==> src/rtl/regfile_bank_if.sv <==
// Register file access bus: one write port, two read ports, write acknowledge.
interface regfile_bank_if #(
  parameter int unsigned WIDTH = 8,
  parameter int unsigned AW    = 3
);
  logic             we;
  logic [AW-1:0]    waddr;
  logic [WIDTH-1:0] wdata;
  logic             re1;
  logic [AW-1:0]    raddr1;
  logic [WIDTH-1:0] rdata1;
  logic             re2;
  logic [AW-1:0]    raddr2;
  logic [WIDTH-1:0] rdata2;
  logic             wr_ack;

  // Datapath side: issues writes and read addresses
  modport master (
    output we, waddr, wdata, re1, raddr1, re2, raddr2,
    input  rdata1, rdata2, wr_ack
  );

  // Register file side
  modport slave (
    input  we, waddr, wdata, re1, raddr1, re2, raddr2,
    output rdata1, rdata2, wr_ack
  );
endinterface

==> src/rtl/regfile_bank.sv <==
// Multi-word register file: one-hot write decode into per-word enables,
// two combinational read ports, optional hard-wired zero word and write bypass.
module regfile_bank #(
  parameter int unsigned WIDTH   = 8,
  parameter int unsigned DEPTH   = 8,
  parameter bit          ZERO_R0 = 1'b1,
  parameter bit          BYPASS  = 1'b1
) (
  input  logic          clk,
  input  logic          rst,
  regfile_bank_if.slave bus
);
  localparam int unsigned AW = $clog2(DEPTH);

  logic [WIDTH-1:0] mem_q [DEPTH];
  logic [WIDTH-1:0] mem_d [DEPTH];
  logic [DEPTH-1:0] wen_c;
  logic             commit_c;
  logic             wr_ack_q;
  logic             wr_ack_d;
  logic             hit1_c;
  logic             hit2_c;
  logic [WIDTH-1:0] rdata1_c;
  logic [WIDTH-1:0] rdata2_c;

  // A write commits unless reset is active or it targets the hard-wired zero word
  assign commit_c = bus.we & ~rst & ~(ZERO_R0 & (bus.waddr == AW'(0)));
  assign wr_ack_d = commit_c;

  // One-hot word enable decode; enables gate data only, never the clock
  always_comb begin
    wen_c = '0;
    if (commit_c) begin
      wen_c[bus.waddr] = 1'b1;
    end
  end

  // Next-state of every word: hold unless its enable is set
  always_comb begin
    mem_d = mem_q;
    for (int unsigned w = 0; w < DEPTH; w++) begin
      if (wen_c[AW'(w)]) begin
        mem_d[w] = bus.wdata;
      end
    end
  end

  // Word storage with synchronous clear; reset drops any concurrent write
  always_ff @(posedge clk) begin
    if (rst) begin
      for (int unsigned w = 0; w < DEPTH; w++) begin
        mem_q[w] <= '0;
      end
    end else begin
      mem_q <= mem_d;
    end
  end

  // Write acknowledge: one-cycle pulse after each committed write
  always_ff @(posedge clk) begin
    if (rst) begin
      wr_ack_q <= 1'b0;
    end else begin
      wr_ack_q <= wr_ack_d;
    end
  end

  // Read port 1: bypass in-flight write data, zero word reads 0, disabled reads 0
  always_comb begin
    hit1_c   = BYPASS & commit_c & (bus.raddr1 == bus.waddr);
    rdata1_c = '0;
    if (bus.re1) begin
      if (hit1_c) begin
        rdata1_c = bus.wdata;
      end else if (!(ZERO_R0 && (bus.raddr1 == AW'(0)))) begin
        rdata1_c = mem_q[bus.raddr1];
      end
    end
  end

  // Read port 2: identical behaviour, independent address and enable
  always_comb begin
    hit2_c   = BYPASS & commit_c & (bus.raddr2 == bus.waddr);
    rdata2_c = '0;
    if (bus.re2) begin
      if (hit2_c) begin
        rdata2_c = bus.wdata;
      end else if (!(ZERO_R0 && (bus.raddr2 == AW'(0)))) begin
        rdata2_c = mem_q[bus.raddr2];
      end
    end
  end

  assign bus.rdata1 = rdata1_c;
  assign bus.rdata2 = rdata2_c;
  assign bus.wr_ack = wr_ack_q;
endmodule

==> src/flat_wrapper.sv <==
// flat-port wrapper written by rule: the top's interface ports become plain ports
module regfile_bank_flat 
#(
  parameter int unsigned WIDTH   = 8,
  parameter int unsigned DEPTH   = 8,
  parameter bit          ZERO_R0 = 1'b1,
  parameter bit          BYPASS  = 1'b1
)
  (clk, rst, bus_we, bus_waddr, bus_wdata, bus_re1, bus_raddr1, bus_re2, bus_raddr2, bus_rdata1, bus_rdata2, bus_wr_ack);
  regfile_bank_if #(.WIDTH(WIDTH), .AW((3))) bus_i ();
  input  logic clk;
  input  logic rst;
  input wire logic [$bits(bus_i.we)-1:0] bus_we;
  input wire logic [$bits(bus_i.waddr)-1:0] bus_waddr;
  input wire logic [$bits(bus_i.wdata)-1:0] bus_wdata;
  input wire logic [$bits(bus_i.re1)-1:0] bus_re1;
  input wire logic [$bits(bus_i.raddr1)-1:0] bus_raddr1;
  input wire logic [$bits(bus_i.re2)-1:0] bus_re2;
  input wire logic [$bits(bus_i.raddr2)-1:0] bus_raddr2;
  output wire logic [$bits(bus_i.rdata1)-1:0] bus_rdata1;
  output wire logic [$bits(bus_i.rdata2)-1:0] bus_rdata2;
  output wire logic [$bits(bus_i.wr_ack)-1:0] bus_wr_ack;
  assign bus_i.we = bus_we;
  assign bus_i.waddr = bus_waddr;
  assign bus_i.wdata = bus_wdata;
  assign bus_i.re1 = bus_re1;
  assign bus_i.raddr1 = bus_raddr1;
  assign bus_i.re2 = bus_re2;
  assign bus_i.raddr2 = bus_raddr2;
  assign bus_rdata1 = bus_i.rdata1;
  assign bus_rdata2 = bus_i.rdata2;
  assign bus_wr_ack = bus_i.wr_ack;
  regfile_bank #(.WIDTH(WIDTH), .DEPTH(DEPTH), .ZERO_R0(ZERO_R0), .BYPASS(BYPASS)) u_core (.clk(clk), .rst(rst), .bus(bus_i));
endmodule
==> config.mk <==
export PLATFORM = sky130hd
export DESIGN_NAME = regfile_bank_flat
export DESIGN_NICKNAME = d
export VERILOG_FILES = /design/src/rtl/regfile_bank_if.sv /design/src/rtl/regfile_bank.sv /design/src/flat_wrapper.sv
export SDC_FILE = /design/constraint.sdc
export NUM_CORES = 1
export LEC_CHECK = 0
export BUFFER_PORTS_ARGS = -buffer_cell sky130_fd_sc_hd__buf_4
export CORE_ASPECT_RATIO = 0.9
export CORE_MARGIN = 2
export CORE_UTILIZATION = 55
export CTS_BUF_LIST = sky130_fd_sc_hd__clkbuf_8
export DETAILED_ROUTE_END_ITERATION = 12
export GPL_ROUTABILITY_DRIVEN = 0
export GPL_TIMING_DRIVEN = 0
export PLACE_DENSITY_LB_ADDON = 0.25
export SETUP_SLACK_MARGIN = 0.05
export SYNTH_ARGS = -nofsm -noshare
export SYNTH_HDL_FRONTEND = slang
export SYNTH_SLANG_ARGS = --single-unit
export TNS_END_PERCENT = 20
==> constraint.sdc <==
create_clock -name clk -period 2.6 [get_ports clk]
set_input_delay 0.39 -clock clk [delete_from_list [all_inputs] [get_ports clk]]
set_output_delay 0.39 -clock clk [all_outputs]
set_load 0.02 [all_outputs]
# ---- Word level (Yosys, flattened, before mapping)
# Cells that the tools add are included.
dict set report totals {
  register_bits 65
  latch_bits 0
  ram_bits 0
  mem_bits_ro 0
  input_bits 22
  word_cells 42
  memories 0
}
dict set report op_classes {
  n_addsub 0
  n_mul 0
  n_div 0
  n_lt_le_gt_ge 4
  n_eq_ne 2
  shifts 0
  n_mux 15
  bitwise_logic 8
  reduce_logical 4
}
# operator count
set ops {}
lappend ops {{$mux 8} 11}
lappend ops {{$bmux 8 s3} 2}
lappend ops {{$logic_not 3->1} 3}
lappend ops {{$ge 4x4->1 const B} 2}
lappend ops {{$not 3->4} 2}
lappend ops {{$eq 3x3->1} 2}
lappend ops {{$and 1x1->1} 4}
lappend ops {{$lt 3x4->1 const B} 1}
lappend ops {{$demux 1 s3} 1}
lappend ops {{$ge 3x1->1 const B} 1}
lappend ops {{$not 1->1} 2}
lappend ops {{$logic_and 1x1->1} 1}
lappend ops {{$mux 1} 1}

# ---- Longest topological paths before layout
# Gate-level depths: netlist of the first run.
dict set report logic_depth {
  word_depth 7
  depth_mapped 7
  ltp_nobuf 4
}

# ---- Worst setup path after synthesis of the first run
# Ideal clock, no wire load.
dict set report synth_timing {
  path_type {input -> output}
  from {input port bus_waddr[0]}
  to {output port bus_rdata2[0]}
  arrival_time_ps 1739
  required_time_ps 2210
  slack_ps 471
  stages 5
  n_path_buf 2
  cell_sequence {buf_6 > o311ai_4 > buf_6 > nor3_1 > a211oi_1}
}
dict set report synth_between {
  elab_chain_cells 6
  word_cells_on_any_way 7
  classes_between {1 x eq/ne; 2 x mux; 3 x bitwise; 1 x reduce/logical}
}
# item line_no
set synth_rtl {}
lappend synth_rtl {{from (decl)} flat_wrapper.sv:14} ;# input wire logic [$bits(bus_i.waddr)-1:0] bus_waddr;
lappend synth_rtl {{$logic_not 3->1} regfile_bank.sv:27} ;# assign commit_c = bus.we & ~rst & ~(ZERO_R0 & (bus.waddr == AW'(0)));
lappend synth_rtl {{$not 1->1} regfile_bank.sv:27}
lappend synth_rtl {{$and 1x1->1} regfile_bank.sv:27}
lappend synth_rtl {{$and 1x1->1 (*)} regfile_bank.sv:83} ;# hit2_c = BYPASS & commit_c & (bus.raddr2 == bus.waddr);
lappend synth_rtl {{$mux 8 (*)} regfile_bank.sv:86} ;# if (hit2_c) begin
lappend synth_rtl {{$mux 8 (*)} regfile_bank.sv:85} ;# if (bus.re2) begin
lappend synth_rtl {{to (decl)} flat_wrapper.sv:21} ;# output wire logic [$bits(bus_i.rdata2)-1:0] bus_rdata2;
# Mark *: on every way between the ends. The rest lies on a longest branch, timed or not.

# ---- Worst setup path after layout of the first run
dict set report layout_timing {
  from {input port bus_raddr2[1]}
  to {output port bus_rdata2[7]}
}
dict set report layout_between {
  elab_chain_cells 7
  word_cells_on_any_way 10
  classes_between {1 x eq/ne; 6 x mux; 2 x bitwise; 1 x reduce/logical}
}
# item line_no
set layout_rtl {}
lappend layout_rtl {{from (decl)} flat_wrapper.sv:19} ;# input wire logic [$bits(bus_i.raddr2)-1:0] bus_raddr2;
lappend layout_rtl {{$not 3->4 (implied by the code)} regfile_bank.sv:89} ;# rdata2_c = mem_q[bus.raddr2];
lappend layout_rtl {{$bmux 8 s3} regfile_bank.sv:89}
lappend layout_rtl {{$mux 8 (implied by the code) (2 in series)} regfile_bank.sv:89}
lappend layout_rtl {{$mux 8} regfile_bank.sv:88} ;# end else if (!(ZERO_R0 && (bus.raddr2 == AW'(0)))) begin
lappend layout_rtl {{$mux 8 (*)} regfile_bank.sv:86}
lappend layout_rtl {{$mux 8 (*)} regfile_bank.sv:85}
# Mark *: on every way between the ends. The rest lies on a longest branch, timed or not. The select of a mux whose other input is x is not followed.

==> results.yml, run 1 <==
place:
  dpl_worst_slack_ps: 337
  placed_cell_area_mm2: 0.00383
  numPortBuffers: 25
  dp_hpwl_um: 6650
sta:
  hold_viol: 0
  fin_ws_ps: 294
  setup_violations: 0
  timing.final.crit_share: 0.887
  post-route-min-period_ps: 2310
  tightest_slew_ps: 685
  fin_skew_ps: 0
  grt_setup_unrepaired: "no"
  report.final.slew_viol_count: 0
  fin_setup_tns_ps: 0
  slew_headroom: 0.543
  fmax_mhz: 434
floorplanning:
  die_h_um: 80.1
  fp-row-count: 27
  num_io_pins: 39
  initial_core_util: 0.572
  core-area_mm2: 0.00618
  die-area_mm2: 0.00709
  die_w_um: 88.5
hold_path:
  hold_class: "in -> reg"
  min_from: "bus_wdata[6]"
  hold-path-endpoint: "u_core.mem_q[6]"
  holdPathStages: 3
drt:
  antenna_left: 0
  wire_per_inst_um: 19.7
  vias: 2940
  viasPerCell: 6.02
  totalWireLength_um: 9620
  firstDrtPassIters: 5
  drt_iter0_drc: 226
  remaining_drc_errors: 0
setup_path:
  critical_path.endpoint_type: "output pin"
  r2r_start: "u_core.mem_q[25]"
  worst_ep_required_time_ps: 2210
  critPathLaunchType: "input port"
  critPathKind: "in -> out"
  cp_max_fo: 8
  rr_worst_depth: 2
  r2r_slack_ps: 1880
  r2r-end: "u_core.mem_q[25]"
  arrival_ps: 1920
synthesis:
  synth-seq-area-share: 0.323
  avgSynthCellArea_um2: 9.79
  synth_cell_types: 32
  ys_seq_elements: 57
  ys.warnings.count: 0
  syn_inst: 361
  netlist_area_mm2: 0.00354
  synth_nets: 383
cts:
  clkTransAtPathRegs_ps: 70
  clock-sinks: 57
  clock_latency_ps: 340
  ctsResizeCount: 0
  post-cts-setup-buffers: 0
  hold_buffers: 0
  cts_buffer_depth: 2
  cts_buffers: 9
  h-tree-depth: 3
  cts-root-buf: "clkbuf_8"
  cts_tree: "done"
grt:
  grt_pass1_vias: 2868
  grt_pass1_wl_um: 15000
  track_usage: 0.285
  grt_max_degree: 11
  grt_antenna_before_repair: 0
  grt-ovfl-total: 0
final_layout:
  register_area_mm2: 0.00114
  nets: 419
  diodes: 0
  layout_commonest_cell: "dfxtp_1"
  fin_area_mm2: 0.00401
  areaGrowthSynthToFinish_pct: 13.4
  drive_gt1_frac: 0.314
  final_cell_mix: "dfxtp_1, mux2i_1, nor2_1"
  multi_input_area_mm2: 0.00215
  final.fill_count: 540
pwr:
  p_leak_nw: 1.64
  p_seq_frac: 0.460
  ir_drop_uv: 317
  intPower_mw: 1.41
  p_per_area_mw_per_mm2: 484
  power_switching_mw: 0.527
  clkPwrFrac: 0.402
  switching_share: 0.272
  pwr-share-comb: 0.138
status:
  status: "completed"
run:
  maxCapViolations: 0
==> cell families after synthesis <==
family | share of synthesized area
multiplexers | 0.286
AND/OR/NAND/NOR | 0.132
AO/OA/AOI/OAI | 0.155
flip-flops | 0.323
buffers and inverters | 0.0704
XOR/XNOR | 0.0340
==> synthesized netlist by cell type (all sizes together) <==
cell     count  area share
a21oi        8       0.011
a22oi       16       0.034
o2bb2ai      8       0.020
nor2        49       0.052
nor2b        4      0.0071
nor3b        5       0.015
nand2       10       0.011
nand3b       3      0.0064
nand3        2      0.0099
a211oi       8       0.017
mux2        40        0.13
clkbuf       7      0.0074
and3         1      0.0018
dfxtp       57        0.32
buf         32       0.059
o311ai       1      0.0074
or3          1      0.0018
or2          2      0.0035
a221oi       8       0.020
xnor2        6       0.034
a311oi       8       0.034
mux2i       56        0.16
o21ai        8       0.011
and2         1      0.0018
inv          4      0.0042
nor3        16       0.023
==> layout make-up <==
class	instances	share of cell area
buffer	39	0.0584
sequential	57	0.285
timing repair buffer	25	0.0468
multi-input combinational	261	0.535
clock inverter	6	0.0131
clock buffer	9	0.0309
inverter	4	0.00375
tap	87	0.0272
==> stage by stage <==
stage	hold WS (ps)	std cells	utilization	power, mW
2_1_floorplan	463	361	-	1.10
3_3_place_gp	479	473	0.620	1.17
3_5_place_dp	488	473	0.620	1.18
4_1_cts	359	488	0.648	1.94
5_1_grt	372	488	0.648	1.99
6_report	367	488	0.648	1.94
==> critical path: stages <==
cell,delay [ps]
buf_4,150
nor3b_2,510
o2bb2ai_1,230
a221oi_1,80
a211oi_1,340
buf_4,210
==> power groups by stage <==
stage               sequential, mW  clock, mW  combinational, mW
finish                       0.894      0.780              0.267
global route                 0.895      0.817              0.282
CTS                          0.893      0.784              0.264
detailed placement           0.913          0              0.263
global placement             0.912          0              0.259
floorplan                    0.911          0              0.185
==> worst max path at each step <==
stage | startpoint | to | slack, ps
finish | bus_raddr2[1] | bus_rdata2[7] | 290
detailed placement | bus_raddr2[1] | bus_rdata2[7] | 340
global route | bus_raddr2[1] | bus_rdata2[7] | 190
CTS | bus_raddr2[1] | bus_rdata2[7] | 310
floorplan | bus_waddr[0] | bus_rdata2[0] | 470
global placement | bus_raddr2[1] | bus_rdata2[1] | 370
==> flip-flops by register name (all words and copies together) (netlist names) <==
signal,flops
u_core.mem_q,56
u_core.bus.wr_ack,1
==> layer usage <==
| metal | up-vias | share of wire | wire length (um) | GRT usage |
|---|---|---|---|---|
| li1 | 1380 | - | - | - |
| met4 | 0 | 0.021 | 200 | 0.0758 |
| met1 | 1422 | 0.45 | 4360 | 0.378 |
| met2 | 116 | 0.46 | 4440 | 0.465 |
| met3 | 22 | 0.064 | 612 | 0.0689 |
| met5 | - | 0 | 0 | 0 |
Note: power is estimated with default switching activity, not from simulation.
==> run 2, diff against run 1 <==
--- a/config.mk
+++ b/config.mk
@@ -5,6 +5,7 @@
 export SDC_FILE = /design/constraint.sdc
 export NUM_CORES = 1
 export LEC_CHECK = 0
+export ABC_AREA = 1
 export BUFFER_PORTS_ARGS = -buffer_cell sky130_fd_sc_hd__buf_4
 export CORE_ASPECT_RATIO = 0.9
 export CORE_MARGIN = 2
==> run 2 against run 1 <==
  * Final cell count grew 64%
  * Die area grew 12%
  * Sequential share of layout area increased by 0.12 points
  * Synthesized cell count rose by 83%
  * Clock skew did not move
  * Fmax is 3.0% higher
  * Flip-flop and latch count grew 8
  * Non-clock buffer count grew 4
  * Worst hold slack worse by 140 ps
==> results.yml, run 2 <==
cts:
  clock-sinks: 65
  h-tree-depth: 3
  clock_latency_ps: 360
  post-cts-setup-buffers: 0
  hold_buffers: 0
  cts_buffers: 9
  cts_buffer_depth: 2
  ctsResizeCount: 0
  clkTransAtPathRegs_ps: 70
  cts_tree: "done"
  cts-root-buf: "clkbuf_8"
sta:
  fmax_mhz: 447
  fin_setup_tns_ps: 0
  fin_skew_ps: 0
  post-route-min-period_ps: 2240
  report.final.slew_viol_count: 0
  grt_setup_unrepaired: "no"
  hold_viol: 0
  setup_violations: 0
  tightest_slew_ps: 564
  slew_headroom: 0.624
  timing.final.crit_share: 0.861
setup_path:
  r2r_slack_ps: 1890
  cp_max_fo: 10
  critPathLaunchType: "input port"
  cp_top_family: "buffers and inverters"
  cpPeakStageDelay_ps: 420
  arrival_ps: 1850
  worst_ep_required_time_ps: 2210
  path_buf_inv: 4
  critPathKind: "in -> out"
  critical_path.endpoint_type: "output pin"
  critPathSlowestCell: "clkbuf_1"
  cp_common_cell: "nand2_1"
  rr_worst_depth: 2
  r2r_start: "u_core.mem_q[23]"
  r2r-end: "u_core.mem_q[23]"
  path_cells: "buf_2 > inv_2 > clkbuf_1 > nand2_1 > nand3_1 > nand2_1 > nand2_1 > nand2_1 > nor2_1 > nor2_1 > buf_4"
drt:
  drt_iter0_drc: 826
  antenna_left: 0
  firstDrtPassIters: 7
  totalWireLength_um: 13600
  remaining_drc_errors: 0
  vias: 4684
  viasPerCell: 5.86
  wire_per_inst_um: 17.0
hold_path:
  hold-path-endpoint: "u_core.mem_q[58]"
  min_from: "rst"
  holdPathStages: 2
  hold_class: "in -> reg"
place:
  numPortBuffers: 29
  place_inst: 783
  dp_hpwl_um: 9900
synthesis:
  avgSynthCellArea_um2: 6.04
  synth.most_common_cell: "nand2_1"
  synth_cell_types: 20
  synth-edff-count: 0
  synth_common_cells: "nand2_1, inv_1, a21oi_1"
  yosysTopAreaCell: "dfxtp_1"
  netlist_area_mm2: 0.00399
  synth_nets: 683
  synth_area_leaders: "dfxtp_1, nand2_1, a21oi_1"
  synth-seq-area-share: 0.326
  syn_inst: 661
  ys.warnings.count: 0
  yosysTopAreaCellShare: 0.326
  ys.flop_type: "dfxtp_1"
  ys_seq_elements: 65
  async_reset_ff_frac: 0
floorplanning:
  die_w_um: 93.8
  core-area_mm2: 0.00704
  die-area_mm2: 0.00796
  num_io_pins: 39
  initial_core_util: 0.567
  fp-row-count: 29
  die_h_um: 84.8
pwr:
  pwr-share-comb: 0.188
  power_switching_mw: 0.781
  switching_share: 0.314
  p_leak_nw: 2.23
  intPower_mw: 1.71
  p_per_area_mw_per_mm2: 547
  ir_drop_uv: 307
  p_seq_frac: 0.410
  clkPwrFrac: 0.402
final_layout:
  largest-register: "u_core.mem_q"
  diodes: 0
  final_cell_mix: "nand2_1, inv_1, a21oi_1"
  layout.cells.non_filler: 799
  layout_commonest_cell: "nand2_1"
  nets: 723
  areaGrowthSynthToFinish_pct: 14.0
  largest_reg_flops: 64
  drive_gt1_frac: 0.119
run:
  maxCapViolations: 0
grt:
  grt_antenna_before_repair: 0
  grt-ovfl-total: 0
  track_usage: 0.347
  grt_pass1_wl_um: 21100
  grt_max_degree: 14
  grt_pass1_vias: 4199
status:
  status: "completed"
## run 2: cell types whose count changed after synthesis, sizes merged, moves of 10 or more
cell,change
nand2,+199
inv,+79
a21oi,+67
nand3,+65
mux2i,-56
o21ai,+48
mux2,-40
nand4,+19
a22oi,-16
nor3,-16
buf,-10
clkbuf,+10
## run 2: through the flow
| step | worst slack, ps | cell area (um2) | util | power (mW) | hold WS, ps |
|---|---|---|---|---|---|
| final | 362 | 4550 | 0.647 | 2.49 | 231 |
| after global routing | 270 | 4550 | 0.647 | 2.57 | 244 |
| after CTS | 471 | 4550 | 0.647 | 2.47 | 231 |
| after detailed placement | 476 | 4330 | 0.615 | 1.49 | 455 |
| after global placement | 465 | 4330 | 0.615 | 1.48 | 446 |
| after floorplan | 709 | 3990 | - | 1.35 | 429 |
## run 2: kinds of logic (layout without fill, tap and decap cells)
| group | count (synthesis) | after routing | share of synthesized area |
|---|---|---|---|
| simple gates | 341 | 341 | 0.372 |
| compound gates | 131 | 131 | 0.167 |
| flops | 65 | 65 | 0.326 |
| xor+xnor | 2 | 2 | 0.00815 |
| buf+inv | 122 | 167 | 0.127 |
## run 2: routing by layer
layer  wire [um]  vias up  track usage  part of all wire
li1            -     2194            -                 -
met3        2000       64       0.0968              0.15
met1        5340     2084        0.481              0.39
met4         648        0        0.146             0.048
met2        5590      342        0.508              0.41
met5           0        -            0                 0
## run 2: area by class of cell
cell class / count / area (um2)
plain buffers: 39 / 196
clock buffers: 9 / 124
clock inverters: 7 / 101
fillers: 673 / 2490
inverters: 83 / 312
multi-input cells: 474 / 2180
flip-flops and latches: 65 / 1300
well taps: 93 / 116
repair buffers: 29 / 218
## run 2: worst max-delay path by stage
stage | cells past startpoint | end | start | slack (ps)
global route | 11 | bus_rdata2[3] | bus_raddr2[0] | 270
finish | 11 | bus_rdata1[6] | bus_raddr1[0] | 360
floorplan | 7 | bus_rdata1[0] | bus_waddr[2] | 710
CTS | 11 | bus_rdata1[6] | bus_raddr1[0] | 470
detailed placement | 11 | bus_rdata1[6] | bus_raddr1[0] | 480
global placement | 11 | bus_rdata1[3] | bus_raddr1[0] | 470
## run 2: power groups by stage
stage | clock (mW) | combinational, mW | sequential, mW
after floorplan | 0 | 0.302 | 1.04
after global placement | 0 | 0.439 | 1.04
after detailed placement | 0 | 0.447 | 1.04
after CTS | 1.00 | 0.449 | 1.02
after global routing | 1.04 | 0.506 | 1.02
final | 1.00 | 0.469 | 1.02
==> run 3, diff against run 2 <==
--- a/config.mk
+++ b/config.mk
@@ -13,7 +13,7 @@
 export CTS_BUF_LIST = sky130_fd_sc_hd__clkbuf_8
 export DETAILED_ROUTE_END_ITERATION = 12
 export GPL_ROUTABILITY_DRIVEN = 0
-export GPL_TIMING_DRIVEN = 0
+export GPL_TIMING_DRIVEN = 1
 export PLACE_DENSITY_LB_ADDON = 0.25
 export SETUP_SLACK_MARGIN = 0.05
 export SYNTH_ARGS = -nofsm -noshare
==> run 3 against run 2 <==
  * Worst hold slack improved by 49 ps
  * Design area is 1.8% lower
  * Global-route usage decreased by 3.0 points
  * First-iteration DRC count down 39%
  * Count of clock-buffer cells in the layout unchanged
  * Flip-flop and latch count unchanged
  * Non-clock buffer count decreased by 21
  * Die area unchanged
  * Critical path depth shrank 1
  * Wire length is 9.4% lower
  * Final cell count fell by 2.6%
  * Register-to-register slack about the same
  * Critical path type unchanged
==> results.yml, run 3 (same netlist as run 2, synthesis figures left out) <==
drt:
  drt_iter0_drc: 502
  antenna_left: 0
  viasPerCell: 5.77
  totalWireLength_um: 12300
  remaining_drc_errors: 0
  firstDrtPassIters: 5
  vias: 4491
  wire_per_inst_um: 15.8
final_layout:
  largest_reg_flops: 64
  drive_gt1_frac: 0.120
  nets: 702
  postLayoutCoreUtil: 0.635
  areaGrowthSynthToFinish_pct: 11.9
  final_cell_mix: "nand2_1, inv_1, a21oi_1"
  largest-register: "u_core.mem_q"
  layout_commonest_cell: "nand2_1"
  fin_area_mm2: 0.00447
  final.fill_count: 686
  diodes: 0
sta:
  fin_hold_ws_ps: 280
  grt_setup_unrepaired: "no"
  tightest_slew_ps: 720
  fin_skew_ps: 0
  fin_setup_tns_ps: 0
  fmax_mhz: 452
  slew_headroom: 0.518
  post-route-min-period_ps: 2210
  timing.final.crit_share: 0.851
  setup_violations: 0
  hold_viol: 0
  report.final.slew_viol_count: 0
cts:
  cts_tree: "done"
  hold_buffers: 0
  h-tree-depth: 3
  clock-sinks: 65
  ctsResizeCount: 0
  cts-root-buf: "clkbuf_8"
  clock_latency_ps: 350
  clkTransAtPathRegs_ps: 70
  post-cts-setup-buffers: 0
  cts_buffers: 9
  cts_buffer_depth: 2
setup_path:
  rr_worst_depth: 2
  r2r_start: "u_core.mem_q[19]"
  critPathLaunchType: "input port"
  critPathKind: "in -> out"
  cp_max_fo: 18
  r2r_slack_ps: 1900
  arrival_ps: 1820
  r2r-end: "u_core.mem_q[19]"
  critical_path.endpoint_type: "output pin"
  worst_ep_required_time_ps: 2210
  startpoint: "bus_raddr1[1]"
grt:
  track_usage: 0.317
  grt_max_degree: 57
  grt_pass1_vias: 4027
  grt-ovfl-total: 0
  grt_antenna_before_repair: 0
  grt_pass1_wl_um: 19700
place:
  numPortBuffers: 38
  placed_cell_area_mm2: 0.00427
  dp_hpwl_um: 8880
pwr:
  switching_share: 0.317
  p_leak_nw: 2.20
  ir_drop_uv: 374
  power_switching_mw: 0.749
  p_seq_frac: 0.433
  clkPwrFrac: 0.377
  intPower_mw: 1.61
  pwr-share-comb: 0.191
  p_per_area_mw_per_mm2: 528
run:
  maxCapViolations: 0
floorplanning:
  fp-row-count: 29
  core-area_mm2: 0.00704
  initial_core_util: 0.567
  die_h_um: 84.8
  die_w_um: 93.8
  num_io_pins: 39
  die-area_mm2: 0.00796
hold_path:
  hold_class: "in -> reg"
  min_from: "rst"
  holdPathStages: 2
  hold-path-endpoint: "u_core.mem_q[56]"
status:
  status: "completed"
## run 3: worst max-delay path: stages
cell and delay (ps):
buf_4 230, inv_2 200, nand2_1 100, nand2_1 80, nor2_4 240, nand3_4 150
nand2_1 90, nor2_1 40, nor2_1 130, buf_4 170
## run 3: worst max path at each step
stage,endpoint,cells past startpoint
floorplan,bus_rdata1[0],7
global placement,bus_rdata2[4],10
detailed placement,bus_rdata2[6],10
CTS,bus_rdata2[6],10
global route,bus_rdata2[4],10
finish,bus_rdata1[0],10
## run 3: metrics by stage
stage	instances	total power, mW	setup slack [ps]
floorplan	661	1.35	709
CTS	778	2.36	444
global placement	762	1.47	449
finish	778	2.36	387
detailed placement	762	1.48	444
global route	778	2.46	278
## run 3: layout make-up
cell class / count / area (um2) / share of cell area
timing repair buffer: 47 / 353 / 0.0789
inverter: 83 / 312 / 0.0697
clock buffer: 9 / 124 / 0.0277
sequential: 65 / 1300 / 0.291
multi-input combinational: 474 / 2180 / 0.489
clock inverter: 7 / 80.1 / 0.0179
tap: 93 / 116 / 0.0260
## run 3: power groups by stage
stage	sequential, mW	clock [mW]	combinational, mW
floorplan	1.04	0	0.302
global placement	1.04	0	0.429
detailed placement	1.04	0	0.436
CTS	1.02	0.899	0.438
global route	1.02	0.950	0.492
finish	1.02	0.890	0.450
## run 3: metal layers
metal / global-route usage / vias to the layer above / part of all wire
li1: - / 2147 / -
met1: 0.425 / 2039 / 0.41
met2: 0.499 / 266 / 0.46
met3: 0.0551 / 39 / 0.10
met4: 0.148 / 0 / 0.030
met5: 0 / - / 0
